<file path="config.mk">
export PLATFORM = sky130hd
export DESIGN_NAME = param_sync_fifo
export DESIGN_NICKNAME = d
export VERILOG_FILES = /design/src/rtl/param_sync_fifo.sv
export SDC_FILE = /design/constraint.sdc
export NUM_CORES = 1
export LEC_CHECK = 0
export ABC_AREA = 1
export CAP_MARGIN = 30
export CORE_MARGIN = 5
export CORE_UTILIZATION = 35
export DETAILED_ROUTE_END_ITERATION = 10
export GPL_ROUTABILITY_DRIVEN = 0
export GPL_TIMING_DRIVEN = 0
export PLACE_DENSITY = 0.57
export SETUP_SLACK_MARGIN = 0.5
export SKIP_CTS_REPAIR_TIMING = 1
export SKIP_LAST_GASP = 1
export SLEW_MARGIN = 40
export SYNTH_ARGS = -nofsm -noshare
export SYNTH_HDL_FRONTEND = slang
export SYNTH_SLANG_ARGS = --single-unit
</file>
<file path="constraint.sdc">
create_clock -name clk -period 5.84 [get_ports clk]
set_clock_uncertainty 0.1 [all_clocks]
set_input_delay 0.876 -clock clk [delete_from_list [all_inputs] [get_ports clk]]
set_output_delay 0.876 -clock clk [all_outputs]
set_load 0.005 [all_outputs]
</file>
<file path="src/rtl/param_sync_fifo.sv">
// ----------------------------------------------------------------------------
// param_sync_fifo
//
// Purpose:
//   Single-clock valid/ready FIFO with configurable data width, depth and
//   almost-full threshold. It reports its occupancy and keeps a sticky flag
//   for attempted writes while full. The head entry is shown ahead on
//   out_data. Read and write paths do not bypass each other within a cycle.
//
// Parameters:
//   WIDTH       - data width in bits (>= 1)
//   DEPTH       - number of entries (power of two, >= 2)
//   AFULL_LEVEL - occupancy at or above which almost_full asserts (1..DEPTH)
//
// Ports:
//   clk          in   rising-edge clock
//   rst_n        in   asynchronous active-low reset
//   in_valid     in   producer offers in_data
//   in_ready     out  FIFO can accept a word (not full)
//   in_data      in   write data, WIDTH bits
//   out_valid    out  head entry is valid (not empty)
//   out_ready    in   consumer takes the head entry
//   out_data     out  head entry, WIDTH bits
//   level        out  current occupancy 0..DEPTH, AW+1 bits
//   almost_full  out  level >= AFULL_LEVEL
//   overflow     out  sticky, set by a write attempt while full
// ----------------------------------------------------------------------------
module param_sync_fifo #(
    parameter int WIDTH       = 8,
    parameter int DEPTH       = 4,
    parameter int AFULL_LEVEL = DEPTH - 1
) (
    input  logic                     clk,
    input  logic                     rst_n,
    input  logic                     in_valid,
    output logic                     in_ready,
    input  logic [WIDTH-1:0]         in_data,
    output logic                     out_valid,
    input  logic                     out_ready,
    output logic [WIDTH-1:0]         out_data,
    output logic [$clog2(DEPTH):0]   level,
    output logic                     almost_full,
    output logic                     overflow
);

    // Pointer index width; derived only, never set from outside.
    localparam int AW = $clog2(DEPTH);

    // Constants sized to the pointer width so comparisons stay width-exact.
    localparam logic [AW:0] DEPTH_L = (AW+1)'(DEPTH);
    localparam logic [AW:0] AFULL_L = (AW+1)'(AFULL_LEVEL);

    // Reject illegal configurations while elaborating.
    if (DEPTH < 2 || (DEPTH & (DEPTH - 1)) != 0) begin : g_badDepth
        $error("param_sync_fifo: DEPTH=%0d must be a power of two >= 2", DEPTH);
    end
    if (AFULL_LEVEL < 1 || AFULL_LEVEL > DEPTH) begin : g_badAfull
        $error("param_sync_fifo: AFULL_LEVEL=%0d must be in 1..DEPTH", AFULL_LEVEL);
    end
    if (WIDTH < 1) begin : g_badWidth
        $error("param_sync_fifo: WIDTH=%0d must be >= 1", WIDTH);
    end

    logic [WIDTH-1:0] r_mem [DEPTH];
    logic [AW:0]      r_wrPtr;
    logic [AW:0]      r_rdPtr;
    logic             r_overflow;

    logic             w_empty;
    logic             w_full;
    logic             w_push;
    logic             w_pop;
    logic [AW:0]      w_level;

    // The extra MSB on each pointer separates "same slot, no lap" (empty)
    // from "same slot, one lap ahead" (full).
    assign w_empty = (r_wrPtr == r_rdPtr);
    assign w_full  = (r_wrPtr[AW-1:0] == r_rdPtr[AW-1:0]) &&
                     (r_wrPtr[AW] != r_rdPtr[AW]);

    assign w_push  = in_valid && !w_full;
    assign w_pop   = !w_empty && out_ready;

    // Modular subtraction gives the occupancy directly, even across a wrap.
    assign w_level = r_wrPtr - r_rdPtr;

    assign in_ready    = !w_full;
    assign out_valid   = !w_empty;
    assign out_data    = r_mem[r_rdPtr[AW-1:0]];
    assign level       = w_level;
    assign almost_full = (w_level >= AFULL_L);
    assign overflow    = r_overflow;

    // Storage array has no reset; only the pointers decide what is valid.
    always_ff @(posedge clk) begin
        if (w_push) begin
            r_mem[r_wrPtr[AW-1:0]] <= in_data;
        end
    end

    // Pointers wrap naturally at 2^(AW+1).
    always_ff @(posedge clk or negedge rst_n) begin
        if (!rst_n) begin
            r_wrPtr <= '0;
            r_rdPtr <= '0;
        end else begin
            if (w_push) begin
                r_wrPtr <= r_wrPtr + 1'b1;
            end
            if (w_pop) begin
                r_rdPtr <= r_rdPtr + 1'b1;
            end
        end
    end

    // Overflow latches any rejected write and only a reset clears it.
    always_ff @(posedge clk or negedge rst_n) begin
        if (!rst_n) begin
            r_overflow <= 1'b0;
        end else if (in_valid && w_full) begin
            r_overflow <= 1'b1;
        end
    end

    // Consistency checks; none of these can trigger unless the logic is broken.
    a_noPushWhenFull : assert property (@(posedge clk) disable iff (!rst_n)
        !(w_push && w_full));
    a_noPopWhenEmpty : assert property (@(posedge clk) disable iff (!rst_n)
        !(w_pop && w_empty));
    a_levelInRange   : assert property (@(posedge clk) disable iff (!rst_n)
        (w_level <= DEPTH_L));

endmodule

</file>
==> flow_summary.json <==
{
  "status": "finished clean",
  "design_area_um2": 2180,
  "synth_warnings": 0,
  "timing.setup.tns_ns": 0,
  "dr_wl_met3_um": 104,
  "io_buffers": 26,
  "syn_to_final_growth_pct": 26.9,
  "antenna_found_initial": 0,
  "cp_slowest_cell": "clkdlybuf4s50_1",
  "synth_fp_nets": 165,
  "ys_seq_elements": 39,
  "setup_viol": 0,
  "worstSetupPathType": "reg2out",
  "drt_iter0_markers": 95,
  "clock_sinks": 39,
  "yosysSeqAreaShare_pct": 66.2,
  "num_rows": 25,
  "cts_tree": "done",
  "netlist-cell-type-count": 22,
  "fmax_mhz": 303,
  "fin_crit_sh_pct": 56.5,
  "slew_violations": 0,
  "synthCells": 145,
  "max_slew_margin_pct": 47.4,
  "cts_buffer_depth": 2,
  "drc": 0,
  "cp-start-kind": "flip-flop",
  "tightest_slew_ns": 0.787,
  "clk-insertion-delay-late_ns": 0.29,
  "critPathTopFamily": "buffers and inverters",
  "post-route-min-period_ns": 3.30,
  "crit_fanout": 10,
  "wirelength_um": 3620,
  "nets": 198,
  "arrival_ns": 2.33,
  "dpl-instance-area_um2": 2060,
  "hp-class": "reg2reg",
  "wl_per_cell_um": 14.7,
  "dieHeight_um": 80.0,
  "crit_buf_inv": 3,
  "start_util_pct": 36.1,
  "cts_buffers": 5,
  "crit_chain": "clkbuf_2 > inv_1 > fa_1 > nand3b_1 > nand3_1 > clkdlybuf4s50_1",
  "rsz0062_at_grt": "no",
  "vias": 1151,
  "layout-drive-gt1-share_pct": 10.6,
  "p_leak_nw": 0.847,
  "maxCapViolCount": 0,
  "coreArea_um2": 4750,
  "routed-wl-met2_um": 1970,
  "drt-vias-per-instance": 4.68,
  "detailed_place_hpwl_um": 2540,
  "met1Wirelength_um": 1490,
  "grtUsageTotal_pct": 13.0,
  "post-place-ws_ns": 2.80,
  "cts-root-buf": "clkbuf_8",
  "io_pins": 27,
  "grt_max_degree": 14,
  "grt_pass1_vias": 1208,
  "power.density_nw_per_um2": 557,
  "cp-end-kind": "output pin",
  "fp.dieW_um": 80.0,
  "diodes": 0,
  "required_ns": 4.86,
  "fin_ws_ns": 2.54,
  "clk_pin_slew_ns": 0.07,
  "postSynthAreaPerCell_um2": 11.8,
  "htree_levels": 2,
  "drt_pass1_iterations": 4,
  "hold_violations": 0,
  "ir_drop_mv": 0.196,
  "grt_pass1_wl_um": 6060,
  "netlist_area_um2": 1720,
  "max_stage_delay_ns": 0.50,
  "grt-ovfl-total": 0,
  "drtAntennaViolNets": 0,
  "die_area_um2": 6400,
  "highest_layer": "met4",
  "hold-worst-slack_ns": 0.381
}
## state kept, by name, indices dropped and copies added, names as in the netlist
register,count
r_mem,32
r_rdPtr,3
r_wrPtr,3
overflow,1
## cells in the mapped netlist
library cell,number,area [um2]
edfxtp_1,32,961
nand2_1,21,78.8
nor2_1,20,75.1
o21ai_0,15,75.1
inv_1,13,48.8
o22ai_1,8,50.1
dfrtp_1,7,175
ha_1,7,87.6
nand3_1,7,35.0
buf_2,2,10.0
xor2_1,2,17.5
buf_4,1,7.51
clkbuf_2,1,5.00
fa_1,1,20.0
inv_2,1,3.75
nand2_2,1,6.26
nand2_4,1,11.3
nand3_2,1,10.0
nand3_4,1,17.5
nand3b_1,1,7.51
o21ai_1,1,5.00
o21bai_1,1,7.51
## cells in the final DEF (no fill, tap or decap), types with 5 or more instances in the layout
cell / instances
inv_1: 13
ha_1: 7
nand3_1: 7
o21ai_0: 15
nand2_1: 21
edfxtp_1: 32
clkbuf_8: 5
nor2_1: 18
clkdlybuf4s50_1: 26
o22ai_1: 8
dfrtp_1: 7
## report_power, final
group	switching, mW	internal, mW
combinational	0.302	0.277
clock	0.0949	0.127
sequential	0.0342	0.377
total	0.431	0.781
## per-stage QoR
step	std cells	util (%)	total power, mW
finish	246	45.8	1.21
detailed placement	238	43.3	1.01
global route	246	45.8	1.32
global placement	238	43.3	0.990
CTS	246	45.7	1.24
floorplan	145	-	0.716
## cell families (layout without fill, tap and decap cells)
kind of cell | Yosys count | in the layout | synth area share [%]
AO/OA/AOI/OAI | 25 | 25 | 8.02
XOR/XNOR | 2 | 2 | 1.02
adder cells (fa/ha/maj) | 8 | 8 | 6.27
buffers and inverters | 18 | 52 | 4.38
flip-flops | 39 | 39 | 66.2
AND/OR/NAND/NOR | 53 | 53 | 14.1
## routing by layer
metal	vias to the layer above	global-route usage, %
li1	566	-
met1	564	15.7
met2	16	21.6
met3	5	2.82
met4	0	6.59
met5	-	0
## final timing paths
check                           start     endpoint  slack [ns]  cells past startpoint
setup / recovery           r_rdPtr[1]  almost_full        2.54                      6
hold / removal               overflow     overflow        0.38                      1
setup reg to reg           r_rdPtr[1]  r_mem[1][4]        3.23                      8
hold reg to reg              overflow     overflow        0.38                      1
max in group asynchronous       rst_n   r_wrPtr[1]        4.62                      1
min in group asynchronous       rst_n   r_rdPtr[2]        0.76                      1
## cell type report
cell class                      count  area [um2]
Clock buffer                        5        68.8
Timing Repair Buffer               26         260
Buffer                              4        22.5
Fill cell                         470        2580
Clock inverter                      3        43.8
Multi-Input combinational cell     88         509
Sequential cell                    39        1140
Tap cell                           67        83.8
Inverter                           14        52.6
(Power assumes the default switching activity.)
